===== src/rtl/serial_bit_pkg.sv =====
// serial_bit_pkg: shared state encoding and constants for the bit-serial transmitter
package serial_bit_pkg;
    typedef enum logic [1:0] {ST_IDLE, ST_SHIFT, ST_GAP} ser_tx_state_t;
    localparam int SER_GAP_CNT_W = 4;
endpackage


===== src/rtl/serial_bit_tx.sv =====
// serial_bit_tx: word-to-bit serialiser driving data/en of enable-gated flip-flop chains
module serial_bit_tx
    import serial_bit_pkg::*;
#(
    parameter int WIDTH      = 8,
    parameter bit MSB_FIRST  = 1'b1,
    parameter int GAP_CYCLES = 1
) (
    input  logic             clk,
    input  logic             reset,
    input  logic [WIDTH-1:0] tx_data,
    input  logic             tx_valid,
    output logic             tx_ready,
    output logic             ser_data,
    output logic             ser_en,
    output logic             ser_last,
    output logic             busy
);
    localparam int BCW = WIDTH > 1 ? $clog2(WIDTH) : 1;
    localparam logic [BCW-1:0] BIT_LAST = BCW'(WIDTH - 1);
    localparam logic [SER_GAP_CNT_W-1:0] GAP_LAST = SER_GAP_CNT_W'(GAP_CYCLES > 0 ? GAP_CYCLES - 1 : 0);

    ser_tx_state_t state_q, state_d;
    logic [WIDTH-1:0] sr_q, sr_d;
    logic [BCW-1:0] bit_cnt_q, bit_cnt_d;
    logic [SER_GAP_CNT_W-1:0] gap_cnt_q, gap_cnt_d;
    logic ser_data_d, ser_en_d, ser_last_d, busy_d;

    function automatic logic head(input logic [WIDTH-1:0] w);
        return MSB_FIRST ? w[WIDTH-1] : w[0];
    endfunction

    assign tx_ready = (state_q == ST_IDLE) && !reset;

    // The register always presents the next bit at its head, so outputs are computed from the d-side value.
    always_comb begin
        state_d    = state_q;
        sr_d       = sr_q;
        bit_cnt_d  = bit_cnt_q;
        gap_cnt_d  = gap_cnt_q;
        ser_data_d = 1'b0;
        ser_en_d   = 1'b0;
        ser_last_d = 1'b0;
        if (reset) begin
            state_d = ST_IDLE;
        end else begin
            unique case (state_q)
                ST_IDLE: if (tx_valid) begin
                    state_d    = ST_SHIFT;
                    sr_d       = tx_data;
                    bit_cnt_d  = '0;
                    ser_en_d   = 1'b1;
                    ser_data_d = head(tx_data);
                    ser_last_d = WIDTH == 1;
                end
                ST_SHIFT: if (bit_cnt_q == BIT_LAST) begin
                    state_d   = GAP_CYCLES > 0 ? ST_GAP : ST_IDLE;
                    gap_cnt_d = '0;
                end else begin
                    sr_d       = MSB_FIRST ? sr_q << 1 : sr_q >> 1;
                    bit_cnt_d  = bit_cnt_q + 1'b1;
                    ser_en_d   = 1'b1;
                    ser_data_d = head(sr_d);
                    ser_last_d = bit_cnt_d == BIT_LAST;
                end
                ST_GAP: begin
                    state_d   = gap_cnt_q == GAP_LAST ? ST_IDLE : ST_GAP;
                    gap_cnt_d = gap_cnt_q == GAP_LAST ? gap_cnt_q : gap_cnt_q + 1'b1;
                end
                default: state_d = ST_IDLE;
            endcase
        end
        busy_d = state_d != ST_IDLE;
    end

    always_ff @(posedge clk) begin
        if (reset) begin
            state_q   <= ST_IDLE;
            sr_q      <= '0;
            bit_cnt_q <= '0;
            gap_cnt_q <= '0;
            ser_data  <= 1'b0;
            ser_en    <= 1'b0;
            ser_last  <= 1'b0;
            busy      <= 1'b0;
        end else begin
            state_q   <= state_d;
            sr_q      <= sr_d;
            bit_cnt_q <= bit_cnt_d;
            gap_cnt_q <= gap_cnt_d;
            ser_data  <= ser_data_d;
            ser_en    <= ser_en_d;
            ser_last  <= ser_last_d;
            busy      <= busy_d;
        end
    end
endmodule


===== config.mk =====
export PLATFORM = sky130hd
export DESIGN_NAME = serial_bit_tx
export DESIGN_NICKNAME = d
export VERILOG_FILES = /design/src/rtl/serial_bit_pkg.sv /design/src/rtl/serial_bit_tx.sv
export SDC_FILE = /design/constraint.sdc
export NUM_CORES = 1
export LEC_CHECK = 0
export CORE_MARGIN = 3
export CORE_UTILIZATION = 55
export DETAILED_ROUTE_END_ITERATION = 8
export GPL_TIMING_DRIVEN = 1
export PLACE_DENSITY_LB_ADDON = 0.12
export SETUP_SLACK_MARGIN = 0.15
export SLEW_MARGIN = 5
export SYNTH_ARGS = -nofsm -noshare
export SYNTH_HDL_FRONTEND = slang
export SYNTH_SLANG_ARGS = --single-unit

===== constraint.sdc =====
create_clock -name clk -period 3.8 [get_ports clk]
set_input_delay 0.95 -clock clk [delete_from_list [all_inputs] [get_ports clk]]
set_output_delay 0.95 -clock clk [all_outputs]
set_load 0.01 [all_outputs]

==> results of run 1 <==
==> routing by layer <==
| layer | share of wire (%) | global-route usage, % | wire (um) | up-vias |
|---|---|---|---|---|
| met5 | 0 | 0 | 0 | - |
| met4 | 2.0 | 11.3 | 38 | 0 |
| met3 | 4.8 | 5.54 | 92 | 5 |
| met2 | 47 | 32.2 | 905 | 22 |
| met1 | 46 | 21.7 | 877 | 369 |
| li1 | - | - | - | 399 |
==> state kept, by name, summed over array words and instances (netlist names) <==
name and cells:
ser_en 1, ser_last 1, gap_cnt_q 4, bit_cnt_q 3
state_q 2, busy 1, sr_q 7, ser_data 1
==> metrics by stage <==
step,std cells,worst slack (ns)
final,143,0.672
after global routing,143,0.562
after CTS,143,0.663
after detailed placement,139,0.686
after global placement,139,0.635
after floorplan,104,1.44
==> worst max-delay path by stage <==
stage           from        to  slack, ns  cells past startpoint
2_1_floorplan  reset  tx_ready       1.44                      2
3_3_place_gp   reset  tx_ready       0.63                      3
3_5_place_dp   reset  tx_ready       0.69                      3
4_1_cts        reset  tx_ready       0.66                      3
5_1_grt        reset  tx_ready       0.56                      3
6_report       reset  tx_ready       0.67                      3
==> cell usage in the layout, fill, tap and decap left out <==
cell type	count
or3b_1	1
nand2_1	4
ha_1	5
nor4_1	3
a21oi_2	1
nor4b_1	2
nor2_1	2
mux2i_1	6
nor2b_4	1
nand2b_1	6
nand3b_1	2
nor3_1	1
o32ai_1	7
a21oi_1	5
clkdlybuf4s50_1	15
o31a_1	1
and2b_1	1
nand2b_4	1
or2b_1	1
o21bai_1	1
buf_4	1
a31o_1	2
a211o_1	1
a31o_2	1
inv_1	13
dfxtp_1	20
a21boi_1	1
o21ai_0	3
and2_1	1
nor3b_1	1
bufinv_16	1
clkbuf_4	3
nand3_1	4
or2_2	1
==> area by class of cell <==
class | instances | area (um2)
multi-input cells | 66 | 499
fillers | 115 | 405
flip-flops and latches | 20 | 400
repair buffers | 16 | 158
inverters | 13 | 48.8
clock inverters | 1 | 30.0
well taps | 24 | 30.0
clock buffers | 3 | 22.5
==> power groups by stage <==
stage               Combinational [uW]  Sequential, uW  Clock (uW)
detailed placement                59.7             233           0
finish                            59.4             228         175
global route                      66.3             230         183
floorplan                         38.0             231           0
global placement                  58.4             232           0
CTS                               60.0             228         178
==> kinds of logic (layout without fill, tap and decap cells) <==
logic type,count (synthesis),after routing
buf+inv,18,33
flops,20,20
mux,6,6
fa+ha+maj,5,5
compound gates,23,23
simple gates,32,32
==> worst reg2reg max path, cell delays in order (launching register included) <==
cell	delay [ns]
dfxtp_1	0.37
ha_1	0.22
ha_1	0.27
nand2b_1	0.21
a211o_1	0.39
o32ai_1	0.18
==> results.json, run 1 <==
{
  "hold_depth": 2,
  "grt_pass1_vias": 740,
  "r2r_setup_slack_ns": 2.08,
  "synth_commonest_cells": "dfxtp_1 (20), inv_1 (13), o32ai_1 (7)",
  "grt_max_degree": 20,
  "cp.buffers_inverters": 2,
  "synth_cells": 104,
  "finalCritPeriodShare_pct": 82.3,
  "vias": 795,
  "internal_power_uw": 360,
  "place.gp.congestion": 0.750,
  "synth_area_leaders": "dfxtp_1 (41%), ha_1 (6.4%), o32ai_1 (6.3%)",
  "reg2reg_from": "bit_cnt_q[0]",
  "finalInstanceArea_um2": 1190,
  "netlist_area_um2": 975,
  "finClkSkew_ns": 0.00823,
  "grt_first_pass_wirelength_um": 3040,
  "dp_hpwl_um": 1350,
  "path_clk_slew_ns": 0.12,
  "synth_compound_area_share_pct": 17.3,
  "pwr-share-seq_pct": 49.3,
  "seq_area_frac_synth_pct": 41.1,
  "io_buffers": 15,
  "nets": 136,
  "critPathKind": "in2out",
  "die_w_um": 48.1,
  "hold_path.class": "reg2reg",
  "total_power_uw": 462,
  "arrival_ns": 2.18,
  "initial_utilization_pct": 61.1,
  "cpPeakStageDelay_ns": 0.59,
  "final_util_pct": 74.6,
  "dpl_cell_area_um2": 1140,
  "die_h_um": 48.1,
  "ant_nets": 0,
  "hold_violations": 0,
  "syn_area_per_cell_um2": 9.37,
  "p_sw_uw": 103,
  "r2r-end": "sr_q[6]",
  "first_pass_iters": 4,
  "hold_buffers": 0,
  "ys_types": 33,
  "synth_flop_cell": "dfxtp_1",
  "cp_cell_sequence": "clkdlybuf4s50_1 -> nor3_1 -> clkdlybuf4s50_1",
  "drive_above_1_share_pct": 8.40,
  "cts.sinks": 20,
  "area_growth_pct": 22.0,
  "crit_path_end_kind": "output port",
  "post_drt_wl_per_cell_um": 13.4,
  "post-route-min-period_ns": 3.13,
  "powerDensity_nw_per_um2": 389,
  "worstRegToRegCells": 5,
  "crit_path_start_kind": "primary input",
  "p_sw_share_pct": 22.2,
  "synthAdderAreaFrac_pct": 6.42,
  "hold_ws_ns": 0.486,
  "crit_top_cell": "clkdlybuf4s50_1",
  "clk-insertion-delay-late_ns": 0.31,
  "synth_edf_count": 0,
  "tns_ns": 0,
  "io_pins": 16,
  "h-tree-depth": 1,
  "dieArea_um2": 2310,
  "yosys_register_bits": 20,
  "drc": 0,
  "timing.fmax_ghz": 0.320,
  "irDropWorstVdd_v": 0.000311,
  "synth_top_area_share_pct": 41.1,
  "required_ns": 2.85,
  "cp_slowest_cell": "clkdlybuf4s50_1",
  "synthMuxAreaShare_pct": 6.16,
  "rsz0062_at_grt": "no",
  "worst_pin_slew_ns": 0.443,
  "yosysWarnings": 0,
  "p_leak_uw": 0.000474,
  "power_frac_comb_pct": 12.9,
  "p_clk_share_pct": 37.8,
  "drtIter0Drc": 13,
  "slew_headroom_pct": 70.5,
  "synthSimpleGateAreaFrac_pct": 21.3,
  "timing.max_cap.violations": 0,
  "maxSlewViolCount": 0,
  "yosysTopAreaCell": "dfxtp_1",
  "synth_xor_area_share_pct": 0,
  "vias_per_cell": 5.56,
  "ctsResizeCount": 0,
  "setup_viol": 0,
  "critical_path_peak_fanout": 2,
  "clock-root-buffer": "clkbuf_4",
  "hp-start": "sr_q[2]",
  "cp_top_family": "buffers and inverters",
  "finalWirelength_um": 1910,
  "synth_top_family_by_area": "simple AND/OR/NAND/NOR gates",
  "tritoncts": "built",
  "cts.path.max_buffers": 2,
  "grtUsageTotal_pct": 19.3,
  "rows": 14,
  "worstHoldEndpoint": "sr_q[2]",
  "async_flop_share_pct": 0,
  "core_area_um2": 1590,
  "antenna_cells": 0,
  "antenna_found_initial": 0,
  "overflow": 0,
  "yosysMostFrequentCell": "dfxtp_1",
  "cts_setup_buffers": 0,
  "status": "finished clean",
  "syn_nets": 120,
  "cts_buffers": 3
}
(Power assumes the default switching activity.)
==> inputs of run 2 (changes only) <==
Settings changed: CORE_UTILIZATION 55 to 46.
Clock period 3.8 ns to 2.8 ns, I/O delays scaled along.
==> run 2 against run 1 <==
Against the previous run: total power up 13%; count of clock-buffer cells in the layout unchanged; critical endpoint unchanged; highest routed layer unchanged; largest cell class unchanged; first-iteration DRC count fell by 85%; utilization decreased by 15 points; final cell count up 2.1%.
==> results.json, run 2 (synthesized netlist as in run 1, its figures left out) <==
{
  "path_clk_slew_ns": 0.10,
  "io_pins": 16,
  "hold_violations": 0,
  "drive_above_1_share_pct": 9.24,
  "cp.buffers_inverters": 2,
  "vias": 771,
  "p_leak_uw": 0.000467,
  "initial_utilization_pct": 49.2,
  "dieArea_um2": 2710,
  "pre_cts_ws_ns": 0.161,
  "setup_viol": 0,
  "largest_registers": "sr_q: 7 flops, gap_cnt_q: 4 flops, bit_cnt_q: 3 flops",
  "timing.fmax_ghz": 0.387,
  "status": "finished clean",
  "antenna_found_initial": 0,
  "largest_reg_flops": 7,
  "cts_buffers": 3,
  "io_buffers": 15,
  "regMostFlops": "sr_q",
  "grt_max_degree": 20,
  "cts.sinks": 20,
  "rows": 16,
  "rsz0062_at_grt": "no",
  "seqCellArea_um2": 400,
  "hold_buffers": 0,
  "tritoncts": "built",
  "hold_path.class": "reg2reg",
  "timing.max_cap.violations": 0,
  "instances_no_fill": 146,
  "cp_top_family": "buffers and inverters",
  "finalCritPeriodShare_pct": 92.2,
  "drtIter0Drc": 2,
  "drc": 0,
  "total_power_uw": 521,
  "hold_ws_ns": 0.477,
  "r2r_setup_slack_ns": 1.07,
  "finClkSkew_ns": 0.000833,
  "worstRegToRegCells": 5,
  "die_w_um": 52.0,
  "maxSlewViolCount": 0,
  "final_common_cell": "dfxtp_1",
  "critical_path_peak_fanout": 2,
  "cp_cell_sequence": "clkdlybuf4s50_1 -> nor3_2 -> clkdlybuf4s50_1",
  "crit_start": "reset",
  "grt_pass1_vias": 770,
  "antenna_cells": 0,
  "clock-root-buffer": "clkbuf_4",
  "reg2reg_from": "bit_cnt_q[0]",
  "worstHoldEndpoint": "sr_q[0]",
  "grt_first_pass_wirelength_um": 3260,
  "fillers": 186,
  "core_area_um2": 1980,
  "vias_per_cell": 5.28,
  "cp_slowest_cell": "clkdlybuf4s50_1",
  "required_ns": 2.10,
  "finalWirelength_um": 1840,
  "r2r-end": "bit_cnt_q[2]",
  "crit_top_cell": "clkdlybuf4s50_1",
  "cts.path.max_buffers": 2,
  "h-tree-depth": 1,
  "crit_path_end_kind": "output port",
  "place_inst": 143,
  "arrival_ns": 1.88,
  "setup_slack_ns": 0.219,
  "cpPeakStageDelay_ns": 0.57,
  "critPathKind": "in2out",
  "irDropWorstVdd_v": 0.000238,
  "worst_pin_slew_ns": 0.433,
  "grtUsageTotal_pct": 15.9,
  "slew_headroom_pct": 71.1,
  "multi_input_area_um2": 504,
  "overflow": 0,
  "nets": 137,
  "post-route-min-period_ns": 2.58,
  "first_pass_iters": 2,
  "die_h_um": 52.0,
  "ant_nets": 0,
  "final_cell_mix": "dfxtp_1 (20), clkdlybuf4s50_1 (15), inv_1 (13)",
  "hold_depth": 2,
  "dp_hpwl_um": 1300,
  "post_drt_wl_per_cell_um": 12.6,
  "hp-start": "sr_q[0]",
  "powerDensity_nw_per_um2": 443,
  "clk-insertion-delay-late_ns": 0.29,
  "area_growth_pct": 20.5,
  "tns_ns": 0,
  "place.gp.congestion": 0.825,
  "crit_path_start_kind": "primary input"
}
-- run 2: changes by cell type in the layout (fill, tap and decap cells not counted), sizes merged --
cell    previous run  this run
buf                1         2
bufinv             1         0
-- run 2: what timing repair did --
| action | in CTS | in global routing |
|---|---|---|
| resized for setup | 1 | 0 |
| setup buffers | 0 | 0 |
| setup endpoints to repair | 1 | 0 |
-- run 2: how the worst max path moves through the flow --
stage                to  cells past startpoint  slack (ns)
2_1_floorplan  tx_ready                      2        0.94
3_3_place_gp   tx_ready                      3        0.22
3_5_place_dp   tx_ready                      3        0.16
4_1_cts        tx_ready                      3        0.22
5_1_grt        tx_ready                      3        0.16
6_report       tx_ready                      3        0.22
-- run 2: final cells by class --
cell class	count	share of cell area, %
Multi-Input combinational cell	66	42.9
Sequential cell	20	34.1
Timing Repair Buffer	17	14.1
Inverter	13	4.15
Tap cell	27	2.88
Clock buffer	3	1.92
-- run 2: layer usage --
metal  track usage, %  wire length [um]
met1             21.1               943
met2             25.7               803
met3             3.15                77
met4             5.24                12
met5                0                 0
-- run 2: power breakdown --
group	switching [uW]	leakage [uW]	internal (uW)
Clock	80.3	0.0000138	50.0
Combinational	36.2	0.000290	44.9
Sequential	10.7	0.000163	299
Total	127	0.000467	394
-- run 2: metrics by stage --
stage          utilization (%)  cell area (um2)
2_1_floorplan                -              975
3_3_place_gp              57.9             1150
3_5_place_dp              57.9             1150
4_1_cts                   59.3             1170
5_1_grt                   59.3             1170
6_report                  59.3             1170
-- run 2: worst register-to-register path: stages, from the launching register on --
cell and delay [ns]:
dfxtp_1 0.37, ha_1 0.22, ha_1 0.27, nand2b_1 0.21
a21oi_2 0.40, o21ai_0 0.15
